[config.mk]
export PLATFORM = sky130hd
export DESIGN_NAME = macarray_job_sched
export DESIGN_NICKNAME = d
export VERILOG_FILES = /design/src/rtl/macarray_pkg.sv /design/src/rtl/job_fifo.sv /design/src/rtl/macarray_job_sched.sv
export SDC_FILE = /design/constraint.sdc
export NUM_CORES = 1
export LEC_CHECK = 0
export BUFFER_PORTS_ARGS = -buffer_cell sky130_fd_sc_hd__buf_2
export CAP_MARGIN = 20
export CORE_MARGIN = 2
export CORE_UTILIZATION = 53
export CTS_BUF_LIST = sky130_fd_sc_hd__clkbuf_8 sky130_fd_sc_hd__clkbuf_16
export DETAILED_ROUTE_END_ITERATION = 7
export PLACE_DENSITY = 0.76
export SYNTH_ARGS = -nofsm -noshare
export SYNTH_HDL_FRONTEND = slang
export SYNTH_SLANG_ARGS = --single-unit
[constraint.sdc]
create_clock -name CLK -period 2.96 [get_ports CLK]
set_clock_uncertainty 0.15 [all_clocks]
set_input_delay 0.296 -clock CLK [delete_from_list [all_inputs] [get_ports CLK]]
set_output_delay 0.296 -clock CLK [all_outputs]
set_load 0.01 [all_outputs]
[src/rtl/macarray_pkg.sv]
// Shared encodings for the macarray job scheduler: FSM states, completion
// status codes and the {M,N,T} field layout of a job descriptor.
package macarray_pkg;

  localparam logic [1:0] ST_IDLE   = 2'd0;
  localparam logic [1:0] ST_LAUNCH = 2'd1;
  localparam logic [1:0] ST_RUN    = 2'd2;
  localparam logic [1:0] ST_REPORT = 2'd3;

  localparam logic [1:0] CMPL_OK      = 2'b00;
  localparam logic [1:0] CMPL_TIMEOUT = 2'b01;
  localparam logic [1:0] CMPL_BADCFG  = 2'b10;
  localparam logic [1:0] CMPL_ABORTED = 2'b11;

  localparam int unsigned MNT_W = 12;
  localparam int unsigned M_MSB = 11;
  localparam int unsigned M_LSB = 8;
  localparam int unsigned N_MSB = 7;
  localparam int unsigned N_LSB = 4;
  localparam int unsigned T_MSB = 3;
  localparam int unsigned T_LSB = 0;

  // A job is launchable only if every dimension is non-zero.
  function automatic logic mnt_ok(input logic [MNT_W-1:0] mnt);
    return (mnt[M_MSB:M_LSB] != '0) && (mnt[N_MSB:N_LSB] != '0) &&
           (mnt[T_MSB:T_LSB] != '0);
  endfunction

endpackage

[src/rtl/job_fifo.sv]
// Synchronous job descriptor FIFO; head entry is visible on dout while not
// empty, pointers wrap modulo DEPTH.
module job_fifo #(
  parameter int unsigned DEPTH = 4,
  parameter int unsigned W     = 16
) (
  input  logic         clk,
  input  logic         rst,
  input  logic         push,
  input  logic [W-1:0] din,
  input  logic         pop,
  output logic [W-1:0] dout,
  output logic         full,
  output logic         empty
);
  localparam int unsigned AW = $clog2(DEPTH);

  logic [W-1:0]  mem [DEPTH];
  logic [AW-1:0] wr_ptr;
  logic [AW-1:0] rd_ptr;
  logic [AW:0]   count;
  logic          do_push;
  logic          do_pop;

  assign full    = (count == (AW+1)'(DEPTH));
  assign empty   = (count == '0);
  assign do_push = push && !full;
  assign do_pop  = pop && !empty;
  assign dout    = mem[rd_ptr];

  always_ff @(posedge clk) begin
    if (do_push) mem[wr_ptr] <= din;
  end

  always_ff @(posedge clk) begin
    if (rst) begin
      wr_ptr <= '0;
      rd_ptr <= '0;
      count  <= '0;
    end else begin
      if (do_push) wr_ptr <= wr_ptr + 1'b1;
      if (do_pop)  rd_ptr <= rd_ptr + 1'b1;
      case ({do_push, do_pop})
        2'b10:   count <= count + 1'b1;
        2'b01:   count <= count - 1'b1;
        default: count <= count;
      endcase
    end
  end

endmodule

[src/rtl/macarray_job_sched.sv]
// Job scheduler in front of the macarray engine: queues descriptors, launches
// one job at a time, runs a watchdog and returns one completion per job.
module macarray_job_sched
  import macarray_pkg::*;
#(
  parameter int unsigned DEPTH = 4,
  parameter int unsigned ID_W  = 4,
  parameter int unsigned TO_W  = 16
) (
  input  logic             CLK,
  input  logic             RST,
  input  logic             JOB_VALID,
  output logic             JOB_READY,
  input  logic [11:0]      JOB_MNT,
  input  logic [ID_W-1:0]  JOB_ID,
  input  logic [TO_W-1:0]  TIMEOUT_CYC,
  input  logic             ABORT,
  output logic             ENG_START,
  output logic [11:0]      ENG_MNT,
  input  logic             ENG_DONE,
  output logic             CMPL_VALID,
  input  logic             CMPL_READY,
  output logic [ID_W-1:0]  CMPL_ID,
  output logic [1:0]       CMPL_ST,
  output logic             BUSY
);
  localparam int unsigned FW = MNT_W + ID_W;
  localparam logic [TO_W-1:0] TO_ONE = TO_W'(1);

  logic [1:0]       state;
  logic [ID_W-1:0]  cur_id;
  logic [TO_W-1:0]  timer;
  logic [TO_W-1:0]  limit;
  logic             fifo_push;
  logic             fifo_pop;
  logic             fifo_full;
  logic             fifo_empty;
  logic [FW-1:0]    fifo_dout;
  logic [MNT_W-1:0] head_mnt;
  logic [ID_W-1:0]  head_id;
  logic             end_job;
  logic [1:0]       end_code;

  assign fifo_push           = JOB_VALID && !fifo_full;
  assign fifo_pop            = (state == ST_IDLE) && !fifo_empty;
  assign {head_mnt, head_id} = fifo_dout;

  job_fifo #(
    .DEPTH (DEPTH),
    .W     (FW)
  ) u_job_fifo (
    .clk   (CLK),
    .rst   (RST),
    .push  (fifo_push),
    .din   ({JOB_MNT, JOB_ID}),
    .pop   (fifo_pop),
    .dout  (fifo_dout),
    .full  (fifo_full),
    .empty (fifo_empty)
  );

  assign JOB_READY = !fifo_full;
  assign BUSY      = (state != ST_IDLE) || !fifo_empty;

  // Job termination: DONE beats ABORT beats the watchdog.
  always_comb begin
    end_job  = 1'b0;
    end_code = CMPL_OK;
    if (state == ST_LAUNCH && ABORT) begin
      end_job  = 1'b1;
      end_code = CMPL_ABORTED;
    end else if (state == ST_RUN) begin
      if (ENG_DONE) begin
        end_job  = 1'b1;
        end_code = CMPL_OK;
      end else if (ABORT) begin
        end_job  = 1'b1;
        end_code = CMPL_ABORTED;
      end else if (limit != '0 && timer == limit - TO_ONE) begin
        end_job  = 1'b1;
        end_code = CMPL_TIMEOUT;
      end
    end
  end

  always_ff @(posedge CLK) begin
    if (RST) begin
      state      <= ST_IDLE;
      cur_id     <= '0;
      timer      <= '0;
      limit      <= '0;
      ENG_START  <= 1'b0;
      ENG_MNT    <= '0;
      CMPL_VALID <= 1'b0;
      CMPL_ID    <= '0;
      CMPL_ST    <= '0;
    end else begin
      ENG_START <= 1'b0;
      case (state)
        ST_IDLE: begin
          if (fifo_pop) begin
            cur_id <= head_id;
            if (mnt_ok(head_mnt)) begin
              state     <= ST_LAUNCH;
              ENG_START <= 1'b1;
              ENG_MNT   <= head_mnt;
            end else begin
              state      <= ST_REPORT;
              CMPL_VALID <= 1'b1;
              CMPL_ID    <= head_id;
              CMPL_ST    <= CMPL_BADCFG;
            end
          end
        end
        ST_LAUNCH: begin
          limit <= TIMEOUT_CYC;
          timer <= '0;
          state <= ST_RUN;
        end
        ST_RUN: begin
          if (timer != '1) timer <= timer + TO_ONE;
        end
        ST_REPORT: begin
          if (CMPL_READY) begin
            CMPL_VALID <= 1'b0;
            state      <= ST_IDLE;
          end
        end
        default: state <= ST_IDLE;
      endcase
      // Overrides the LAUNCH/RUN transitions above when the job ends.
      if (end_job) begin
        state      <= ST_REPORT;
        CMPL_VALID <= 1'b1;
        CMPL_ID    <= cur_id;
        CMPL_ST    <= end_code;
        ENG_MNT    <= '0;
      end
    end
  end

endmodule

# Yosys cells after proc, flatten, opt, wreduce, memory -nomap -nowiden
# Memory sizes are Yosys's and may differ from the RTL's. A register that Yosys moved wholly into a read port is not among the register bits.
# Cells that the tools add are included.
# op_classes
addsub	6
eq_ne	13
n_mux	36
n_bitwise	2
n_reduce_logical	32
# ops
op	n
16-bit case mux with 2 select lines	1
2-bit two-way mux	14
16-bit by 1-bit adder with 16-bit output, second input constant	1
16-bit == test	1
16-bit two-way mux	1
4-bit two-way mux	4
16-bit != test, second input constant	1
16-bit nonzero test	1
4-bit nonzero test	4
16-bit by 1-bit subtractor with 16-bit output, second input constant	1
1-bit two-way mux	13
2-bit nonzero test	5
3-bit AND reduction	3
1-bit logical AND	8
2-bit == test, second input constant	3
3-bit != test, second input constant	2
2-bit case mux with 3 select lines	1
3-bit case mux with 2 select lines	1
2-bit by 1-bit adder with 2-bit output, second input constant	2
2-bit by 1-bit == test with 1-bit output, second input constant	2
2-bit AND reduction	2
4-bit AND reduction	1
3-bit by 1-bit adder with 3-bit output, second input constant	1
3-bit == test, second input constant	1
13 further kinds	15
# word_totals
regBits	65
ram_bits	64
inputBits	38
output_inout_bits	22
elab_cells	102
n_memories	1
# mem_list
memory	depth	word_bits	rd	rd_clocked_by_memory_dff	wr	line	source
u_job_fifo.mem	4	16	1	1	1	job_fifo.sv:18	logic [W-1:0] mem [DEPTH];

# Depth between registers and ports, before layout
# Gate-level depths: netlist (run 1).
# depth
ltp_word	10
mapped_depth	11
depth_no_buf	10

# By module
# From an unflattened synthesis (run 1), not the netlist that was laid out.
# unflattened
hier_cells	517
hier_area_um2	5993.2
# by_module_without_submodules
module	instances	cells_each	area_each_um2	seq_area_each_um2
macarray_job_sched	1	379	3171.8	1161.1
job_fifo	1	138	2821.5	2102.0

# Worst setup path before layout (run 1)
# Ideal clock, no wire load.
# synth_timing
path_type	flip-flop to flip-flop
from	register limit[0]
to	register CMPL_ID[0]
setup_ns	0.121
arrival_time_ns	2.541
t_required_ns	2.689
path_slack_ns	0.148
path_stages_with_launch	11
n_path_buf	1
period_less_slack_ns	2.812
cell_sequence	dfxtp_1 inv_1 ha_1 nor3b_2 or4b_4 o31ai_4 nand2_2 nor4_4 a21o_1 buf_6 mux2_4
# synth_between
elab_chain_len	10
word_cells_on_any_way	14
cone_classes	1 x add/sub; 2 x eq/ne; 6 x mux; 5 x reduce/logical
# synth_lines
element	line	source
start: declaration	macarray_job_sched.sv:33	logic [TO_W-1:0] limit;
start signal: assignment	macarray_job_sched.sv:91	limit <= '0;
start signal: assignment	macarray_job_sched.sv:116	limit <= TIMEOUT_CYC;
16-bit by 1-bit subtractor with 16-bit output	macarray_job_sched.sv:79	end else if (limit != '0 && timer == limit - TO_ONE) begin
16-bit == test	macarray_job_sched.sv:79	
1-bit logical AND (*)	macarray_job_sched.sv:79	
1-bit two-way mux (*)	macarray_job_sched.sv:79	
1-bit two-way mux (*)	macarray_job_sched.sv:76	end else if (ABORT) begin
1-bit two-way mux (*)	macarray_job_sched.sv:73	if (ENG_DONE) begin
1-bit two-way mux (*)	macarray_job_sched.sv:72	end else if (state == ST_RUN) begin
1-bit two-way mux (*)	macarray_job_sched.sv:69	if (state == ST_LAUNCH && ABORT) begin
2-bit != test (no line) / 2-bit nonzero test (equally long branches)	--	
3-bit AND reduction (no line)	--	
end signal: assignment	macarray_job_sched.sv:110	CMPL_ID <= head_id;
end signal: assignment	macarray_job_sched.sv:135	CMPL_ID <= cur_id;
end: declaration	macarray_job_sched.sv:23	output logic [ID_W-1:0] CMPL_ID,
# Mark *: on every way between the ends. The rest lies on a longest branch, timed or not.
# A chain may end at the register's enable or synchronous reset.

# Worst setup path after layout (run 1)
# layout_timing
from	register limit[2]
to	register CMPL_VALID
# layout_between
elab_chain_len	10
word_cells_on_any_way	15
cone_classes	1 x add/sub; 4 x eq/ne; 6 x mux; 4 x reduce/logical
# layout_lines
element	line	source
16-bit by 1-bit subtractor with 16-bit output	macarray_job_sched.sv:79	
16-bit == test	macarray_job_sched.sv:79	
1-bit logical AND (*)	macarray_job_sched.sv:79	
1-bit two-way mux (*)	macarray_job_sched.sv:79	
1-bit two-way mux (*)	macarray_job_sched.sv:76	
1-bit two-way mux (*)	macarray_job_sched.sv:73	
1-bit two-way mux (*)	macarray_job_sched.sv:72	
1-bit two-way mux (*)	macarray_job_sched.sv:69	
3-bit by 2-bit != test with 1-bit output (no line), or another cell as far along	--	
4-bit AND reduction (no line)	--	
end signal: assignment	macarray_job_sched.sv:94	CMPL_VALID <= 1'b0;
end signal: assignment	macarray_job_sched.sv:109	CMPL_VALID <= 1'b1;
end signal: assignment	macarray_job_sched.sv:125	CMPL_VALID <= 1'b0;
end: declaration	macarray_job_sched.sv:21	output logic CMPL_VALID,
# Marked as above.

==> results of run 1 <==
==> per-stage QoR <==
stage,util,hold WS [ns],setup WS (ns)
after global routing,0.676,0.0742,-0.00606
after CTS,0.672,0.0484,0.0276
final,0.676,0.0706,0.0938
after floorplan,-,0.245,0.148
after global placement,0.590,0.313,-0.0140
after detailed placement,0.590,0.329,-0.0405
==> final cells by class <==
| class | instances | share of cell area |
|---|---|---|
| Sequential cell | 131 | 0.444 |
| Multi-Input combinational cell | 337 | 0.341 |
| Timing Repair Buffer | 114 | 0.111 |
| Clock buffer | 17 | 0.0563 |
| Tap cell | 140 | 0.0238 |
| Clock inverter | 15 | 0.0167 |
| Inverter | 13 | 0.00663 |
==> critical path, delay by kind of cell (launching register included) <==
family	cells	cell delay, ns
AOI/OAI and AO/OA	4	0.78
buffers and inverters	1	0.22
DFF	1	0.39
and+or+nand+nor	3	1.22
==> sequential cells by signal (all words and copies together), names as in the netlist, named ones only <==
register and cells:
CMPL_ST 2, cur_id 4, u_job_fifo.rd_ptr 2, u_job_fifo.count 3
ENG_MNT 12, state 2, limit 16, u_job_fifo.mem 64
ENG_START 1, CMPL_VALID 1, CMPL_ID 4, timer 16
u_job_fifo.wr_ptr 2
==> metal layers <==
metal / up-vias / routed length [um] / global-route usage
met3: 29 / 541 / 0.0640
met1: 2093 / 5690 / 0.270
met2: 117 / 6890 / 0.426
met5: - / 0 / 0
li1: 2086 / - / -
met4: 0 / 284 / 0.0886
==> logic make-up (layout without fill, tap and decap cells) <==
kind of cell               Yosys count  in the layout  synth area share
and+or+nand+nor                    185            185             0.170
DFF                                131            131             0.549
AOI/OAI and AO/OA                   76             76            0.0815
buffers and inverters               44            159            0.0352
muxes                               42             42             0.108
xor gates and xnor gates            26             26            0.0383
adders and majority gates            8              8            0.0181
==> power by group through the flow <==
stage	combinational [mW]	sequential, mW	clock, mW
after global routing	2.89	2.47	2.00
after CTS	2.63	2.43	1.91
final	2.64	2.44	1.88
after global placement	2.50	2.45	0
after floorplan	1.88	2.44	0
after detailed placement	2.55	2.47	0
==> worst min path at each step <==
stage | start | to | depth (start not counted)
floorplan | JOB_ID[0] | u_job_fifo.mem[0][0] | 0
global placement | limit[4] | limit[4] | 2
detailed placement | cur_id[1] | cur_id[1] | 2
CTS | ABORT | CMPL_ST[0] | 5
global route | ABORT | CMPL_ST[0] | 5
finish | JOB_VALID | u_job_fifo.wr_ptr[1] | 4
==> layout by cell type (no fill, tap or decap), drive strengths merged, types with 4 or more instances in the layout <==
cell type    count
nor2            35
nor2b            8
dfxtp           67
and3             7
edfxtp          64
nor3b            4
inv             20
xor2            14
o21ai           10
and2             5
mux2i           21
nand3           14
nor3            26
o31ai            5
mux2             5
and4             4
buf             80
nand2           47
nor4             9
a31oi            4
dlygate4sd3     34
nand2b           7
nand4            6
clkbuf          17
or3              5
ha               7
a21oi           35
xnor2           12
clkinv           6
mux4            16
==> repair_timing <==
action | in CTS | in global routing
pin swaps | 0 | 4
resized for setup | 2 | 10
buffers inserted | 0 | 1
endpoints found under the setup margin | 4 | 18
hold buffers | 34 | 0
hold endpoints to repair | 82 | 0
==> impl_results.md, run 1 <==
- Status: finished, final reports clean
- FF-to-FF Start: limit[2]
- Largest stage delay on the critical path: 0.65 ns
- Net Sw Frac: 0.358
- CTS max path bufs: 2
- Synth Cell Area: 5940 um^2
- Seq pwr share: 0.351
- Critical path class: reg -> reg
- CTS tree: yes
- Cell-internal power: 4.47 mW
- CP max-delay cell: or4_1
- Comb power frac: 0.379
- Die H: 110 um
- Static Leak: 2.78 nW
- Reg clk slew, reported paths: approximately 0.060 ns
- Final Net Count: 660
- Clock root buffer master: clkbuf_8
- Die area: around 12,000 um^2
- Fin crit share: 0.968
- Critical-path cell list: or4_1 -> a21boi_1 -> a221oi_1 -> nor3_1 -> nor4_4 -> a21o_1 -> buf_4 -> o31a_1
- Yosys reg bits: 131
- Port bufs: 59
- Max-slew violations: 0
- Required time at the worst-slack endpoint: around 3.2 ns
- Vias: approximately 4,300
- Clock power share: 0.270
- Overall routing resource usage: 0.238
- Psw: around 2.5 mW
- Drt pass-1 iters: 4
- Design area: 7360 um^2
- Worst R2R Path Depth: 8
- Fmax achieved: between 300 and 400 MHz
- Cell variety after synth: roughly 60
- Setup crit end: CMPL_VALID
- Yosys top cell area share: 0.323
- Slew @ Worst Pin: 0.924 ns
- Std-Cell Rows: 38
- Post-route ant nets: 0
- Critical Path AT: 3.14 ns
- Synth cell count leaders: 67 x dfxtp_1, 64 x edfxtp_1, 46 x nand2_1, 35 x a21oi_1, 35 x nor2_1
- Dpl cells: 700
- Layout fillers: 768
- Min Tclk post-route: 2.87 ns
- # diodes: 0
- Total of max-cap violations: 0
- # clock sinks: 131
- Synth Net Count: 558
- CP endpoint kind: flop
- Pwr dens: 947 nW/um^2
- Crit start category: flop
- Dpl hpwl: a little under 9 mm
- Syn Area/Cell: ~12 um^2
- Initial antenna violation count: 0
- Hold WC Path Type: in -> reg
- Post-route insts no fill: about 770
- Drt via density: 5.64
- Syn. warnings: 0
- Routed WL: 13.4 mm
- Largest net degree at the start of global routing: 32
- Worst-Skew Late Latency: 0.53 ns
- I/O pin count: 60
- Core area: between 10,000 and 15,000 um^2
- GP Congestion: 0.858
- Ranking of synthesized cells by area: edfxtp_1 32%, dfxtp_1 23%, mux4_2 6.1%, mux2i_1 3.5%, a21oi_1 2.9%
- Starting Density: 0.546
- Grt ovf: 0
- Final Setup Violations: 0
- Global-route wire length before repair: 21.2 mm
- P&R area growth vs syn: 23.8%
- VDD IR max: 834 uV
- Multi-input logic area: 2510 um^2
- EDFF count, synth: 64
- Most common cell in the netlist: dfxtp_1
- FFs w/ async S/R, synth: 0
- Worst slew margin: 0.384
- Overall power: 6.97 mW
- Mapped Cells: about 510
- DR iter-0 viols: 231
- Share of layout cells above drive strength 1: 0.247
- Final-report hold violation count: 0
- RR Endpoint: CMPL_VALID
- WL/cell: 17.5 um
- H-tree Lvls: 4
- Sequential element share of the synthesized area: 0.549
- Vias in the first global route: 4,334
- # DRC: 0
- Top FF cell, synth: dfxtp_1
- Area post-placement: 6430 um^2
- Yosys top cell by area: edfxtp_1
- Worst-path fanout max: 13
- Seq. cell area: about 3300 um^2
- Setup TNS: 0 ns
- Chip Width: 110 um
- Total CTS buffers: 17
- Crit path from: limit[2]
- Reg2Reg Setup Slack: 0.09 ns
Power figures use the tool's default switching activity.
==> run 2: changes to the inputs <==
==> constraint.sdc (replaced) <==
create_clock -name CLK -period 2.6 [get_ports CLK]
set_clock_uncertainty 0.15 [all_clocks]
set_input_delay 0.26 -clock CLK [delete_from_list [all_inputs] [get_ports CLK]]
set_output_delay 0.26 -clock CLK [all_outputs]
set_load 0.01 [all_outputs]
==> run 2 against run 1 <==
  * The run now ends with setup timing left
  * Worst setup slack lost 0.23 ns
  * Clock power grew 34%
  * Combinational power grew 48%
  * Critical path type unchanged
==> impl_results.md, run 2 (synthesis results as in run 1) <==
- Status: finished with violations
- Failing checks: setup timing
- Vias in the first global route: 4,611 (+6.4%)
- Post-Route M1 WL: 6.43 mm (+13%)
- DR WL met2: 8.18 mm (+19%)
- Dpl cells: 732 (+4.6%)
- Critical Path AT: 3.01 ns (-0.13 ns)
- Largest stage delay on the critical path: 0.54 ns (-0.11 ns)
- VDD IR max: 840 uV (+0.65%)
- CP dominant cell by count: buf_12
- I/O pin count: 60 (unchanged)
- Post-route ant nets: 0 (unchanged)
- Min Tclk post-route: 2.74 ns (-0.129 ns)
- Overall routing resource usage: 0.265 (+0.0269)
- Pwr dens: 1160 nW/um^2 (+22%)
- Critical-path cell list: inv_4 -> ha_4 -> nor3b_4 -> or4b_4 -> a21oi_2 -> o21ai_2 -> and3_1 -> a21o_1 -> buf_12 -> buf_12 -> o31a_1
- Dpl hpwl: 9.29 mm (+3.7%)
- Most flop-heavy register: u_job_fifo.mem
- Finished Core Util: 0.731 (+0.0556)
- Die area: 12,100 um^2 (unchanged)
- Largest registers: u_job_fifo.mem: 64 flops, limit: 16 flops, timer: 16 flops
- Slew @ Worst Pin: 0.887 ns (-0.0374 ns)
- Min Hold Slack: 0.0300 ns (-0.0405 ns)
- Worst-Skew Late Latency: 0.54 ns (about the same)
- Critical path class: reg -> reg
- Die H: 110 um (unchanged)
- Port bufs: 59 (unchanged)
- Total of max-cap violations: 0 (unchanged)
- Reg clk slew, reported paths: 0.07 ns (about the same)
- Core area: 10,900 um^2 (unchanged)
- Total CTS buffers: 17 (unchanged)
- Met3 wire len: 854 um (+58%)
- Fin crit share: 1.05 (+0.0846)
- Chip Width: 110 um (unchanged)
- CTS max path bufs: 2 (unchanged)
- Final Setup Violations: 18 (+18)
- Vias: 4,573 (+5.7%)
- CP endpoint kind: flop
- # diodes: 0 (unchanged)
- # DRC: 0 (unchanged)
- Static Leak: 3.06 nW (+10%)
- CTS tree: yes
- Post-route insts no fill: 809 (+5.5%)
- Max FFs per register: 64 (unchanged)
- H-tree Lvls: 4 (unchanged)
- Setup WS post-layout: -0.137 ns (-0.231 ns)
- Share of layout cells above drive strength 1: 0.330 (+0.0831)
- Global-route wire length before repair: 23.5 mm (+11%)
- GP Congestion: 0.892 (+3.9%)
- Final-report hold violation count: 0 (unchanged)
- Top layer in use: met4
- CP max-delay cell: or4b_4
- Overall power: 9.22 mW (+32%)
- Required time at the worst-slack endpoint: 2.88 ns (-0.35 ns)
- Std-Cell Rows: 38 (unchanged)
- Clock root buffer master: clkbuf_8
- Largest net degree at the start of global routing: 46 (+44%)
- RSZ-0062 raised after global routing: true
- Worst slew margin: 0.409 (+0.0249)
- Max-slew violations: 0 (unchanged)
- WL/cell: 19.5 um (+12%)
- P&R area growth vs syn: 34.0%
- DR iter-0 viols: 317 (+37%)
- Starting Density: 0.546 (unchanged)
- Routed WL: 15.8 mm (+18%)
- Crit start category: flop
- Hold WC Path Type: in -> reg
- Drt via density: 5.65 (+0.24%)
- Drt pass-1 iters: 5 (+1)
- Most frequent cells in the layout: 64 x dfxtp_1, 64 x edfxtp_1, 59 x buf_2
- Reg2Reg Setup Slack: -0.14 ns (-0.23 ns)
- Fmax achieved: 365 MHz (+4.7%)
- Initial antenna violation count: 0 (unchanged)
- Worst-path fanout max: 7 (-6)
- # clock sinks: 131 (unchanged)
- Final Net Count: 702 (+6.4%)
- Grt ovf: 0 (unchanged)
## run 2: power by group
part	switching (mW)	internal, mW
Combinational	2.03	1.87
Clock	0.987	1.54
Sequential	0.252	2.54
## run 2: per-stage QoR
| step | TNS (ns) | setup WS, ns | area, um^2 |
|---|---|---|---|
| 2_1_floorplan | -0.580 | -0.119 | 5980 |
| 3_3_place_gp | -1.49 | -0.183 | 6720 |
| 3_5_place_dp | -2.32 | -0.214 | 6720 |
| 4_1_cts | -2.09 | -0.174 | 7710 |
| 5_1_grt | -3.57 | -0.244 | 7960 |
| 6_report | -1.42 | -0.137 | 7960 |
## run 2: path summary, 6_finish.rpt
kind,startpoint,endpoint,depth (start not counted)
setup / recovery,limit[0],CMPL_VALID,11
hold reg to reg,limit[9],limit[9],2
hold / removal,ABORT,CMPL_ST[1],3
setup reg to reg,limit[0],CMPL_VALID,11
## run 2: per-layer routing
| layer | track usage | vias up |
|---|---|---|
| li1 | - | 2174 |
| met1 | 0.307 | 2227 |
| met2 | 0.457 | 147 |
| met3 | 0.0705 | 25 |
| met4 | 0.120 | 0 |
| met5 | 0 | - |
## run 2: cell type report
cell class | instances | area [um^2]
inverters | 13 | 53.8
fillers | 706 | 2920
clock buffers | 18 | 439
repair buffers | 156 | 1180
clock inverters | 14 | 176
well taps | 140 | 175
multi-input cells | 337 | 2670
flip-flops and latches | 131 | 3270
## run 2: critical path, delay by kind of cell (launching register included)
kind / cells / cell delay [ns]
AND/OR/NAND/NOR: 3 / 0.96
buffers and inverters: 3 / 0.35
adder cells (fa/ha/maj): 1 / 0.14
AO/OA/AOI/OAI: 4 / 0.68
flip-flops: 1 / 0.36
## run 2: repair_timing
action / 4_1_cts / 5_1_grt
pin swaps: 4 / 7
resized for setup: 6 / 33
hold buffers: 34 / 0
cloned: 0 / 1
hold endpoints to repair: 84 / 0
setup buffers: 1 / 9
endpoints found under the setup margin: 20 / 20
==> run 3: changes to the inputs <==
--- a/config.mk
+++ b/config.mk
@@ -5,6 +5,7 @@
 export SDC_FILE = /design/constraint.sdc
 export NUM_CORES = 1
 export LEC_CHECK = 0
+export ABC_AREA = 1
 export BUFFER_PORTS_ARGS = -buffer_cell sky130_fd_sc_hd__buf_2
 export CAP_MARGIN = 20
 export CORE_MARGIN = 2
==> run 3 against run 2 <==
  * Non-clock buffer count decreased by 48
  * Register-to-register slack better by 0.36 ns
  * Largest power group unchanged
  * Clock-buffer cell count decreased by 1
  * The run now ends clean
  * Via count up 9.5%
  * Critical path type unchanged
==> impl_results.md, run 3 <==
- RSZ-0062 raised after global routing: false
- Overall power: 8.34 mW (-9.5%)
- Top FF cell, synth: dfxtp_1
- Most flop-heavy register: u_job_fifo.mem
- Worst slew margin: 0.713 (+0.305)
- Psw: 3.24 mW (-0.88%)
- Drt via density: 5.30 (-6.3%)
- Pwr dens: 1110 nW/um^2 (-3.7%)
- Worst-Skew Late Latency: 0.42 ns (-0.12 ns)
- Drt pass-1 iters: 7 (+2)
- Syn. warnings: 0 (unchanged)
- FFs w/ async S/R, synth: 0 (unchanged)
- Worst-path fanout max: 12 (+5)
- Initial antenna violation count: 0 (unchanged)
- Fin crit share: 0.913 (-0.140)
- Most frequent cells in the layout: 129 x nand2_1, 84 x nor2_1, 65 x dfxtp_1
- Die area: 12,400 um^2 (+2.8%)
- Grt ovf: 0 (unchanged)
- Crit start category: flop
- Slew @ Worst Pin: 0.427 ns (-0.459 ns)
- Ranking of synthesized cells by area: edfxtp_1 31%, dfxtp_1 22%, nand2_1 7.9%, nor2_1 5.2%, o21ai_0 3.7%
- Reg2Reg Setup Slack: 0.23 ns (+0.36 ns)
- Largest net degree at the start of global routing: 40 (-13%)
- Synth Net Count: 730 (+31%)
- Total of max-cap violations: 0 (unchanged)
- Static Leak: 3.09 nW (+0.81%)
- CP endpoint kind: flop
- Max FFs per register: 64 (unchanged)
- EDFF count, synth: 64 (unchanged)
- Sequential element share of the synthesized area: 0.534 (-0.0154)
- P&R area growth vs syn: 22.4%
- Min Hold Slack: 0.0316 ns (+0.00157 ns)
- I/O pin count: 60 (unchanged)
- Net Sw Frac: 0.388 (+0.0339)
- WL/cell: 14.1 um (-28%)
- Status: finished, final reports clean
- Syn Area/Cell: 8.94 um^2 (-23%)
- Core area: 11,300 um^2 (+4.0%)
- Share of layout cells above drive strength 1: 0.196 (-0.135)
- Yosys top cell area share: 0.314 (-0.00907)
- Global-route wire length before repair: 22.3 mm (-5.0%)
- Starting Density: 0.540 (-0.00573)
- Required time at the worst-slack endpoint: 2.79 ns (-0.09 ns)
- Total CTS buffers: 17 (unchanged)
- Std-Cell Rows: 39 (+2.6%)
- Yosys top cell by area: edfxtp_1
- Final Setup Violations: 0 (-18)
- Port bufs: 59 (unchanged)
- Cell-internal power: 5.10 mW (-14%)
- Reg clk slew, reported paths: 0.06 ns (about the same)
- CP max-delay cell: dfxtp_1
- H-tree Lvls: 4 (unchanged)
- Critical Path AT: 2.56 ns (-0.45 ns)
- Critical-path cell list: inv_1 -> ha_2 -> nand2_1 -> nor2_4 -> nand2_1 -> nand2_1 -> nand3_1 -> nand2_1 -> nor2_1 -> nand2_1 -> nor2_1 -> nand2_2 -> nand3_4 -> a21oi_4 -> nand2_4 -> a21oi_1
- Mapped Cells: 684 (+34%)
- # clock sinks: 131 (unchanged)
- Seq pwr share: 0.343 (+0.040)
- Final Net Count: 836 (+19%)
- CTS max path bufs: 2 (unchanged)
- Chip Width: 111 um (+1.4%)
- Routed WL: 13.3 mm (-16%)
- Largest stage delay on the critical path: 0.32 ns (-0.22 ns)
- # DRC: 0 (unchanged)
- Post-route ant nets: 0 (unchanged)
- Fmax achieved: 421 MHz (+15%)
- VDD IR max: 900 uV (+7.2%)
- Commonest non-fill, non-tap cell in the layout: nand2_1
- # diodes: 0 (unchanged)
- DR iter-0 viols: 215 (-32%)
- Synth cell count leaders: 129 x nand2_1, 84 x nor2_1, 67 x dfxtp_1, 64 x edfxtp_1, 52 x inv_1
- GP Congestion: 0.905 (+1.5%)
- Largest registers: u_job_fifo.mem: 64 flops, limit: 16 flops, timer: 16 flops
- Layout fillers: 900 (+27%)
- Yosys reg bits: 131 (unchanged)
- Max-slew violations: 0 (unchanged)
- Setup TNS: 0 ns (+1.42 ns)
- Dpl hpwl: 9.00 mm (-3.1%)
- Comb power frac: 0.391 (-0.032)
- Critical path class: reg -> reg
- Min Tclk post-route: 2.37 ns (-0.363 ns)
- CTS tree: yes
- Vias: 5,007 (+9.5%)
- Synth Cell Area: 6110 um^2 (+2.9%)
- Hold WC Path Type: in -> reg
- Clock power share: 0.267 (-0.007)
- Vias in the first global route: 4,893 (+6.1%)
- Cell variety after synth: 44 (-28%)
- Die H: 111 um (+1.4%)
- Clock root buffer master: clkbuf_16
- Final-report hold violation count: 0 (unchanged)
- Overall routing resource usage: 0.223 (-0.0416)
- Most common cell in the netlist: nand2_1
- CP dominant cell by count: nand2_1
## run 3: cell count changes in the layout (fill, tap and decap cells not counted), sizes merged, moves of 33 or more
| cell | previous run | this run |
|---|---|---|
| inv | 21 | 60 |
| buf | 121 | 77 |
| nand2 | 47 | 138 |
| nor2 | 35 | 95 |
| nand3 | 14 | 47 |
| o21ai | 10 | 55 |
## run 3: cell families after synthesis
kind of cell,synth area share
and+or+nand+nor,0.240
AOI/OAI and AO/OA,0.128
adders and majority gates,0.0176
buffers and inverters,0.0552
DFF,0.534
xor gates and xnor gates,0.0258
## run 3: path summary, 6_finish.rpt
kind | start | end | depth (start not counted)
hold / removal | TIMEOUT_CYC[12] | limit[12] | 3
setup reg to reg | limit[1] | ENG_MNT[3] | 16
hold reg to reg | ENG_MNT[8] | ENG_MNT[8] | 2
setup / recovery | limit[1] | ENG_MNT[3] | 16
## run 3: critical path, delay by kind of cell (launching register included)
| kind | cells | cell delay (ns) |
|---|---|---|
| simple gates | 12 | 1.08 |
| flops | 1 | 0.32 |
| buf+inv | 1 | 0.08 |
| compound gates | 2 | 0.42 |
| fa+ha+maj | 1 | 0.22 |
## run 3: metal layers
metal  vias up  global-route usage  routed length (um)
met5         -                   0                   0
met3        30              0.0550                 679
met1      2289               0.254                5470
li1       2522                   -                   -
met4         0              0.0963                 370
met2       166               0.400                6800
## run 3: what timing repair did
action                                  in CTS  in global routing
endpoints found under the setup margin       0                 26
endpoints found under the hold margin       79                  0
setup buffers                                0                  2
resized for setup                            0                  4
hold buffers                                31                  0
## run 3: layout make-up
class | instances | area (um^2) | share of cell area
sequential | 131 | 3270 | 0.436
clock inverter | 14 | 130 | 0.0174
clock buffer | 17 | 425 | 0.0568
inverter | 57 | 214 | 0.0286
tap | 143 | 179 | 0.0239
timing repair buffer | 108 | 741 | 0.0990
multi-input combinational | 475 | 2530 | 0.338
## run 3: power groups by stage
stage	combinational [mW]	sequential [mW]	clock, mW
global route	3.67	2.90	2.36
floorplan	2.35	2.89	0
CTS	3.23	2.86	2.25
global placement	3.07	2.88	0
detailed placement	3.16	2.89	0
finish	3.26	2.86	2.22
## run 3: metrics by stage
| step | cells | setup WS (ns) | instance area, um^2 | utilization |
|---|---|---|---|---|
| after floorplan | 684 | 0.262 | 6110 | - |
| final | 945 | 0.226 | 7480 | 0.661 |
| after global routing | 945 | 0.0454 | 7480 | 0.661 |
| after detailed placement | 880 | 0.136 | 6590 | 0.582 |
| after CTS | 942 | 0.123 | 7450 | 0.658 |
| after global placement | 880 | 0.202 | 6590 | 0.582 |
